[src/rtl/mips_pkg.sv]
// Shared definitions for the EX-stage multiply/divide unit: op encodings,
// FSM states and the LO value written on a divide by zero.
package mips_pkg;

  typedef enum logic [2:0] {
    OP_MULT  = 3'b000,
    OP_MULTU = 3'b001,
    OP_DIV   = 3'b010,
    OP_DIVU  = 3'b011,
    OP_MTHI  = 3'b100,
    OP_MTLO  = 3'b101
  } mdu_op_t;

  typedef enum logic [1:0] {
    ST_IDLE = 2'd0,
    ST_CALC = 2'd1,
    ST_SIGN = 2'd2
  } mdu_state_t;

  // LO on divide by zero; all ones for operand widths up to 32 bits
  localparam logic [31:0] MDU_DIVZERO_LO = 32'hFFFF_FFFF;

endpackage

[src/rtl/mdu_iter_step.sv]
// One combinational iteration of the multiply/divide loop.
// Multiply: conditional add of the multiplicand into HI, then shift {HI,LO}
// right by one so the next multiplier bit lands in LO[0].
// Divide (only with MDU_DIV_EN defined): shift {REM,Q} left by one, trial
// subtract the divisor, keep the difference and set the quotient bit when it
// does not borrow, otherwise restore.
module mdu_iter_step #(
  parameter int DATA_WIDTH = 32
) (
`ifdef MDU_DIV_EN
  input  logic                  is_div,
`endif
  input  logic [DATA_WIDTH-1:0] hi,
  input  logic [DATA_WIDTH-1:0] lo,
  input  logic [DATA_WIDTH-1:0] operand,
  output logic [DATA_WIDTH-1:0] next_hi,
  output logic [DATA_WIDTH-1:0] next_lo
);

  logic [DATA_WIDTH:0] mul_sum;

  // Add the multiplicand when the current multiplier bit is set; keep the carry
  always_comb begin
    mul_sum = {1'b0, hi} + (lo[0] ? {1'b0, operand} : {(DATA_WIDTH+1){1'b0}});
  end

`ifdef MDU_DIV_EN
  logic [DATA_WIDTH:0] div_shift;
  logic [DATA_WIDTH:0] div_trial;

  // Trial subtraction of the divisor from the partial remainder shifted left
  always_comb begin
    div_shift = {hi, lo[DATA_WIDTH-1]};
    div_trial = div_shift - {1'b0, operand};
  end
`endif

  // Select the next accumulator value for the operation in flight
  always_comb begin
    next_hi = mul_sum[DATA_WIDTH:1];
    next_lo = {mul_sum[0], lo[DATA_WIDTH-1:1]};
`ifdef MDU_DIV_EN
    if (is_div) begin
      if (div_trial[DATA_WIDTH]) begin
        next_hi = div_shift[DATA_WIDTH-1:0];
        next_lo = {lo[DATA_WIDTH-2:0], 1'b0};
      end else begin
        next_hi = div_trial[DATA_WIDTH-1:0];
        next_lo = {lo[DATA_WIDTH-2:0], 1'b1};
      end
    end
`endif
  end

endmodule

[src/rtl/mult_div_unit.sv]
// Iterative multiply/divide unit with architectural HI/LO registers.
// MULT/MULTU (and DIV/DIVU when MDU_DIV_EN is defined) run on unsigned
// magnitudes for DATA_WIDTH cycles, then one SIGN cycle fixes the result
// signs and writes HI/LO. MTHI/MTLO write in a single cycle from IDLE.
// Build option MDU_DIV_EN: without it DIV/DIVU are ignored like unused ops.
module mult_div_unit
  import mips_pkg::*;
#(
  parameter int DATA_WIDTH = 32
) (
  input  logic                  i_clk,
  input  logic                  i_reset,
  input  logic                  i_start,
  input  logic [2:0]            i_op,
  input  logic [DATA_WIDTH-1:0] i_rs_data,
  input  logic [DATA_WIDTH-1:0] i_rt_data,
  input  logic                  i_flush,
  output logic                  o_busy,
  output logic                  o_done,
  output logic [DATA_WIDTH-1:0] o_hi,
  output logic [DATA_WIDTH-1:0] o_lo
);

  localparam int CNT_W = (DATA_WIDTH > 1) ? $clog2(DATA_WIDTH) : 1;
  localparam logic [CNT_W-1:0] LAST_ITER = CNT_W'(DATA_WIDTH - 1);

  mdu_state_t state;
  logic [CNT_W-1:0] iter_cnt;
  logic [DATA_WIDTH-1:0] acc_hi;
  logic [DATA_WIDTH-1:0] acc_lo;
  logic [DATA_WIDTH-1:0] operand_b;
  logic res_neg;

`ifdef MDU_DIV_EN
  logic op_div;
  logic rem_neg;
  logic div_zero;
  logic [DATA_WIDTH-1:0] rs_orig;
`endif

  logic start_mul;
  logic start_div;
  logic signed_op;
  logic write_hi;
  logic write_lo;
  logic [DATA_WIDTH-1:0] rs_mag;
  logic [DATA_WIDTH-1:0] rt_mag;
  logic [DATA_WIDTH-1:0] step_hi;
  logic [DATA_WIDTH-1:0] step_lo;
  logic [2*DATA_WIDTH-1:0] product;
  logic [2*DATA_WIDTH-1:0] product_fix;
  logic [DATA_WIDTH-1:0] res_hi;
  logic [DATA_WIDTH-1:0] res_lo;

  // Decode an op request; a same-cycle flush cancels it entirely
  always_comb begin
    start_mul = 1'b0;
    start_div = 1'b0;
    signed_op = 1'b0;
    write_hi  = 1'b0;
    write_lo  = 1'b0;
    if (i_start && !i_flush) begin
      case (i_op)
        OP_MULT: begin
          start_mul = 1'b1;
          signed_op = 1'b1;
        end
        OP_MULTU: start_mul = 1'b1;
`ifdef MDU_DIV_EN
        OP_DIV: begin
          start_div = 1'b1;
          signed_op = 1'b1;
        end
        OP_DIVU: start_div = 1'b1;
`endif
        OP_MTHI: write_hi = 1'b1;
        OP_MTLO: write_lo = 1'b1;
        default: ;
      endcase
    end
  end

  // Operand magnitudes: signed ops iterate on absolute values
  always_comb begin
    rs_mag = (signed_op && i_rs_data[DATA_WIDTH-1]) ? -i_rs_data : i_rs_data;
    rt_mag = (signed_op && i_rt_data[DATA_WIDTH-1]) ? -i_rt_data : i_rt_data;
  end

  mdu_iter_step #(
    .DATA_WIDTH(DATA_WIDTH)
  ) u_step (
`ifdef MDU_DIV_EN
    .is_div  (op_div),
`endif
    .hi      (acc_hi),
    .lo      (acc_lo),
    .operand (operand_b),
    .next_hi (step_hi),
    .next_lo (step_lo)
  );

  // Sign fix-up of the finished magnitude result, plus the divide special cases.
  // The 0x80000000 / -1 overflow needs no extra logic: its magnitude quotient
  // 0x80000000 negates to itself and the remainder is zero.
  always_comb begin
    product     = {acc_hi, acc_lo};
    product_fix = res_neg ? -product : product;
    res_hi      = product_fix[2*DATA_WIDTH-1:DATA_WIDTH];
    res_lo      = product_fix[DATA_WIDTH-1:0];
`ifdef MDU_DIV_EN
    if (op_div) begin
      if (div_zero) begin
        res_hi = rs_orig;
        res_lo = DATA_WIDTH'(MDU_DIVZERO_LO);
      end else begin
        res_lo = res_neg ? -acc_lo : acc_lo;
        res_hi = rem_neg ? -acc_hi : acc_hi;
      end
    end
`endif
  end

  // Control FSM, iteration datapath and the architectural HI/LO registers
  always_ff @(posedge i_clk) begin
    if (i_reset) begin
      state     <= ST_IDLE;
      iter_cnt  <= '0;
      acc_hi    <= '0;
      acc_lo    <= '0;
      operand_b <= '0;
      res_neg   <= 1'b0;
`ifdef MDU_DIV_EN
      op_div    <= 1'b0;
      rem_neg   <= 1'b0;
      div_zero  <= 1'b0;
      rs_orig   <= '0;
`endif
      o_hi      <= '0;
      o_lo      <= '0;
      o_busy    <= 1'b0;
      o_done    <= 1'b0;
    end else begin
      o_done <= 1'b0;
      case (state)
        ST_IDLE: begin
          if (write_hi) o_hi <= i_rs_data;
          if (write_lo) o_lo <= i_rs_data;
          if (start_mul || start_div) begin
            state     <= ST_CALC;
            o_busy    <= 1'b1;
            iter_cnt  <= '0;
            acc_hi    <= '0;
            acc_lo    <= start_div ? rs_mag : rt_mag;
            operand_b <= start_div ? rt_mag : rs_mag;
            res_neg   <= signed_op & (i_rs_data[DATA_WIDTH-1] ^ i_rt_data[DATA_WIDTH-1]);
`ifdef MDU_DIV_EN
            op_div    <= start_div;
            rem_neg   <= signed_op & i_rs_data[DATA_WIDTH-1];
            div_zero  <= (i_rt_data == '0);
            rs_orig   <= i_rs_data;
`endif
          end
        end
        ST_CALC: begin
          if (i_flush) begin
            state  <= ST_IDLE;
            o_busy <= 1'b0;
          end else begin
            acc_hi   <= step_hi;
            acc_lo   <= step_lo;
            iter_cnt <= iter_cnt + CNT_W'(1);
            if (iter_cnt == LAST_ITER) state <= ST_SIGN;
          end
        end
        ST_SIGN: begin
          state  <= ST_IDLE;
          o_busy <= 1'b0;
          if (!i_flush) begin
            o_hi   <= res_hi;
            o_lo   <= res_lo;
            o_done <= 1'b1;
          end
        end
        default: begin
          state  <= ST_IDLE;
          o_busy <= 1'b0;
        end
      endcase
    end
  end

endmodule

[config.mk]
export PLATFORM = sky130hd
export DESIGN_NAME = mult_div_unit
export DESIGN_NICKNAME = d
export VERILOG_FILES = /design/src/rtl/mips_pkg.sv /design/src/rtl/mdu_iter_step.sv /design/src/rtl/mult_div_unit.sv
export SDC_FILE = /design/constraint.sdc
export NUM_CORES = 1
export LEC_CHECK = 0
export CAP_MARGIN = 5
export CORE_UTILIZATION = 45
export DETAILED_ROUTE_END_ITERATION = 16
export HOLD_SLACK_MARGIN = 0.02
export MAX_ROUTING_LAYER = met4
export PLACE_DENSITY = 0.67
export SLEW_MARGIN = 30
export SYNTH_ARGS = -nofsm -noshare
export SYNTH_HDL_FRONTEND = slang
export SYNTH_SLANG_ARGS = --single-unit
[constraint.sdc]
create_clock -name i_clk -period 3.68 [get_ports i_clk]
set_clock_uncertainty 0.15 [all_clocks]
set_input_delay 0.552 -clock i_clk [delete_from_list [all_inputs] [get_ports i_clk]]
set_output_delay 0.552 -clock i_clk [all_outputs]
set_load 0.03 [all_outputs]
* Yosys cells after proc, flatten, opt, wreduce, memory -nomap -nowiden
Index checks and enable logic that the tools add are counted.
** Operators by class
- $add $sub $neg :: 5
- $mul :: 0
- Divide/modulo/power cells :: 0
- $lt $le $gt $ge :: 0
- Equal/unequal tests :: 13
- Shift-type cells :: 0
- Mux-type cells :: 35
- Bitwise gates (word level) :: 3
- Reductions and logical operators :: 16
** Operators with widths (count)
- $mux W32 :: 11
- $pmux W32 S2 :: 4
- $mux W64 :: 1
- $neg A32 Y32 :: 2
- $neg A64 Y64 :: 1
- $add A32 B33 Y33 :: 1
- $ne A2 B2 Y1 const B :: 6
- $mux W1 :: 11
- $mux W5 :: 2
- $pmux W5 S2 :: 1
- $reduce_and A3 Y1 :: 3
- $eq A3 B3 Y1 const B :: 2
- $mux W2 :: 3
- $reduce_and A2 Y1 :: 3
- $add A5 B1 Y5 const B :: 1
- $eq A5 B5 Y1 const B :: 1
- $pmux W2 S2 :: 1
- $reduce_bool A2 Y1 :: 2
- $reduce_or A2 Y1 :: 2
- $eq A3 B1 Y1 const B :: 1
- $logic_and A1 B1 Y1 :: 3
- $logic_not A3 Y1 :: 1
- $ne A3 B3 Y1 const B :: 1
- $eq A2 B1 Y1 const B :: 1
- other kinds (7) :: 7
** Storage, ports and cells
- Register bits :: 170
- Bits in latches :: 0
- Memory bits (writable) :: 0
- Bits in read-only memories :: 0
- Input port bits :: 71
- Word-level logic and storage cells :: 82
- Memories :: 0

* Depth between registers and ports, before layout
- Word-level depth :: 7
- Depth in mapped cells :: 14
- Gate-level depth less buffers :: 12

* Cells and area by module
Synthesis repeated with hierarchy kept, for this count alone.
** Second synthesis, totals
- Cells, all modules :: 1677
- Area total of the unflattened synthesis :: 12339.3 µm²
** Modules (own cells, without submodules)
- mult_div_unit :: times used 1, cells each 1324, area an instance 9910.8 µm², sequential area each 3403.3 µm²
- mdu_iter_step :: times used 1, cells each 353, area an instance 2428.6 µm², sequential area each 0.0 µm²

* Least setup slack after synthesis
OpenSTA, ideal clock, no wires.
- Path kind :: reg2reg
- Start point :: register acc_lo[0]
- End point :: register acc_hi[28]
- Setup time :: 0.117 ns
- Arrival time :: 2.968 ns
- Required time :: 3.413 ns
- Slack :: 0.446 ns
- Stages on the path, launching flop included :: 14
- Path buffers :: 2
- Cells stage by stage :: dfxtp_1 -> clkbuf_1 -> clkbuf_1 -> nand2_1 -> inv_1 -> ha_1 -> a211o_1 -> a21oi_1 -> o21ai_0 -> a221o_1 -> a221oi_1 -> o21ai_0 -> xor2_1 -> a22o_1
** Between the ends
- Cells in the longest elaborated chain, start to end :: 4
** RTL lines
- start, declared :: RTL line mult_div_unit.sv:30 : logic [DATA_WIDTH-1:0] acc_lo;
- start signal, assigned :: RTL line mult_div_unit.sv:153 : acc_lo <= start_div ? rs_mag : rt_mag;
- start signal, assigned :: RTL line mult_div_unit.sv:170 : acc_lo <= step_lo;
- $mux W32 :: RTL line mdu_iter_step.sv:24 : mul_sum = {1'b0, hi} + (lo[0] ? {1'b0, operand} : {(DATA_WIDTH+1){1'b0}});
- $add A32 B33 Y33 :: RTL line mdu_iter_step.sv:24
- $mux W32 :: RTL line mult_div_unit.sv:165 : if (i_flush) begin
- $pmux W32 S2 :: RTL line mult_div_unit.sv:144 : case (state)
- end signal, assigned :: RTL line mult_div_unit.sv:169 : acc_hi <= step_hi;
- end, declared :: RTL line mult_div_unit.sv:29 : logic [DATA_WIDTH-1:0] acc_hi;
No other way between the ends. The select of a mux whose other input is x is not followed.
A chain may end at the register's enable or synchronous reset.

* Worst setup path after layout
- Start point :: register acc_lo[7]
- End point :: register o_hi[28]
** Between the ends
- Cells in the longest elaborated chain, start to end :: 4
** RTL lines
- $neg A64 Y64 :: RTL line mult_div_unit.sv:107 : product_fix = res_neg ? -product : product;
- $mux W64 :: RTL line mult_div_unit.sv:107
- $mux W32 :: RTL line mult_div_unit.sv:178 : if (!i_flush) begin
- $pmux W32 S2 :: RTL line mult_div_unit.sv:144
- end signal, assigned :: RTL line mult_div_unit.sv:146 : if (write_hi) o_hi <= i_rs_data;
- end signal, assigned :: RTL line mult_div_unit.sv:179 : o_hi <= res_hi;
- end, declared :: RTL line mult_div_unit.sv:20 : output logic [DATA_WIDTH-1:0] o_hi,
No other way between the ends. The select of a mux whose other input is x is not followed.

==> qor.csv <==
stage,metric,value,unit
sta,drv_slew,0,
synthesis,synth_cells,1529,
pwr,ir_drop,0.0002521,V
floorplan,start_util,0.4644,
cts,post_cts_resized,0,
synthesis,yosys-top-cells-area,"dfxtp_1 (30%), nor2_1 (7.9%), a21oi_1 (5.8%)",
min_path,min-delay-start,o_hi[11]$_SDFFE_PP0P_,
synthesis,yosysMostFrequentCell,nor2_1,
floorplan,die_area,26030,sq um
final_layout,regArea,3405,sq um
min_path,holdPathEnd,o_hi[11]$_SDFFE_PP0P_,
sta,slew_headroom,0.3972,
sta,worstMarginPinSlew,0.9023,ns
placed_design,dp_slack,0.4268,ns
sta,setup_slack,0.4119,ns
synthesis,synth_fp_nets,1638,
global_route,grt_pass1_wl,64500,microns
floorplan,ioPinCount,137,
synthesis,postSynthAreaPerCell,7.473,sq um
floorplan,die_x,161.3,microns
global_route,grtUsageTotal,0.3347,
cts,clk_pin_slew,0.07,ns
pwr,p_per_area,314.9,nW/um^2
run,max_cap_viol_count,0,
floorplan,fp.dieH,161.3,microns
worst_setup_path,cp_data_arrival_time,3.43,ns
sta,setup_viol,0,
placed_design,place_congestion,0.9567,
final_layout,multiInputGateArea,7595,sq um
worst_setup_path,crit_type,register to register,
synthesis,synth_top_area_frac,0.2979,
synthesis,synth_cell_types,71,
cts,cts_max_level,4,
drt,drc,0,
sta,finalSetupTns,0,ns
drt,vias_per_cell,5.965,
sta,rsz0062_at_grt,no,
global_route,grt_max_degree,71,
global_route,first_global_vias,11045,
sta,finalHoldViolCount,0,
synthesis,ys_warn_count,0,
sta,layout_worst_path_cycle_share,0.8881,
worst_setup_path,r2r_end,o_hi[28]$_SDFFE_PP0P_,
cts,cts_tree,built,
placed_design,io_buffers,136,
drt,wl,41950,microns
floorplan,rows,57,
synthesis,synth-seq-area-share,0.2979,
worst_setup_path,required,3.84,ns
sta,fmax,306.0,MHz
worst_setup_path,worstPathMaxFanout,7,
synthesis,ys_seq_elements,170,
worst_setup_path,worstSetupStartpointType,register,
cts,post_cts_buffers,0,
placed_design,dpl.hpwl,32750,microns
final_layout,final_nets,1751,
synthesis,synth_top_cell_by_area,dfxtp_1,
worst_setup_path,r2r_setup_slack,0.41,ns
global_route,grt-ovfl-total,0,
sta,post-route-min-period,3.268,ns
synthesis,ys_async_sr_fraction,0,
synthesis,syn_area,11430,sq um
worst_setup_path,reg2reg_from,acc_lo[7]$_SDFFE_PP0P_,
synthesis,synthTopCellsByCount,"nor2_1 (239), dfxtp_1 (170), nand2_1 (135), a21oi_1 (133), clkbuf_1 (93)",
final_layout,diodes,0,
min_path,worstHoldPathType,register to register,
drt,via_count,11798,
drt,wl_per_cell,21.21,microns
final_layout,fillers,2342,
cts,cts_hold_buf,0,
drt,drtAntennaViolNets,0,
pwr,p_leak,0.005356,uW
drt,firstDrtPassIters,5,
cts,clock_sinks,170,
synthesis,synth_edf_count,0,
final_layout,layout-drive-gt1-share,0.07074,
cts,cts_buffer_depth,2,
drt,first_iter_violations,1144,
final_layout,final_util,0.5648,
worst_setup_path,worstSetupEndpointType,register,
cts,worstSkewPairLatency,0.44,ns
pwr,fin_total_pwr,4376,uW
worst_setup_path,r2r_cells,8,
floorplan,core,24600,sq um
cts,root_buffer,clkbuf_16,
min_path,min_path_cells,2,
final_layout,area_growth,21.62,%
outcome,status,completed,
cts,cts_made_buffers,17,
synthesis,synth-main-ff-cell,dfxtp_1,
global_route,antenna_found_initial,0,
## placed cells by master, fill, tap and decap left out, types with 7 or more instances in the layout
cell and n:
nor2_1 237, mux2i_1 9, clkbuf_16 17, a31oi_1 9, a22o_1 19, ha_1 37, nand3_1 28, o211ai_1 7
o21ai_0 75, xnor2_1 63, or3_1 17, inv_1 20, xor2_1 70, nand4_1 10, nand2b_1 17, a21oi_1 132
a21o_1 17, o41ai_1 11, buf_4 60, and2_1 36, a311oi_1 7, or4_1 8, a2111oi_0 10, nor4_1 16
nor3_1 50, o31ai_1 23, a22oi_1 12, nand2_1 135, clkdlybuf4s50_1 135, dfxtp_1 169, a211oi_1 85
## layer usage
layer  share of wire  global-route usage  vias to the layer above
met2            0.45              0.5167                      464
met5               0                   -                        -
met1            0.43              0.4256                     5497
met4           0.048              0.1561                        0
met3           0.070             0.05701                       85
li1                -                   -                     5752
## worst max-delay path, cell delays in order, from the launching register on
cell and delay, ns:
dfxtp_1 0.40, nor4_2 0.54, and4_1 0.37, and2_1 0.22, nand2_1 0.22, nor3_1 0.50
nand2_1 0.14, mux2i_1 0.14, a2111oi_0 0.44
## stage by stage
step,instance area (sq um),hold slack (ns),std cells
after floorplan,11430,0.2817,1529
after global placement,13350,0.2929,1947
after detailed placement,13350,0.2962,1947
after CTS,13900,0.3079,1978
after global routing,13900,0.3283,1978
final,13900,0.3046,1978
## final cells by class
class / count / share of cell area
clock buffers: 19 / 0.03115
clock inverters: 12 / 0.008464
inverters: 21 / 0.005673
multi-input cells: 1234 / 0.5466
flip-flops and latches: 170 / 0.2450
well taps: 324 / 0.02917
repair buffers: 198 / 0.1340
## flip-flops by register name, summed over array words and instances (netlist names), 2 cells and up
name / flops
iter_cnt: 5
acc_hi: 32
o_lo: 32
state: 2
operand_b: 32
o_hi: 32
acc_lo: 32
## report_power, final
group	total, uW	switching [uW]	internal, uW
Combinational	691	428	263
Clock	1770	832	938
Sequential	1920	38.2	1880
## logic make-up after synthesis
family,after synthesis,share of synthesized area
simple gates,601,0.2490
compound gates,453,0.2594
flops,170,0.2979
xor+xnor,133,0.1019
buf+inv,125,0.04161
fa+ha+maj,38,0.04227
mux,9,0.007885
## worst max path at each step
stage,depth (start not counted),end,slack (ns),startpoint
after floorplan,13,acc_hi[28]$_SDFFE_PP0P_,0.45,acc_lo[0]$_SDFFE_PP0P_
after global placement,10,acc_lo[27]$_SDFFE_PP0P_,0.48,i_rt_data[6]
after detailed placement,10,acc_lo[27]$_SDFFE_PP0P_,0.43,i_rt_data[6]
after CTS,8,o_hi[28]$_SDFFE_PP0P_,0.50,acc_lo[7]$_SDFFE_PP0P_
after global routing,8,o_hi[28]$_SDFFE_PP0P_,0.10,acc_lo[7]$_SDFFE_PP0P_
final,8,o_hi[28]$_SDFFE_PP0P_,0.41,acc_lo[7]$_SDFFE_PP0P_
Note: power is estimated with default switching activity, not from simulation.
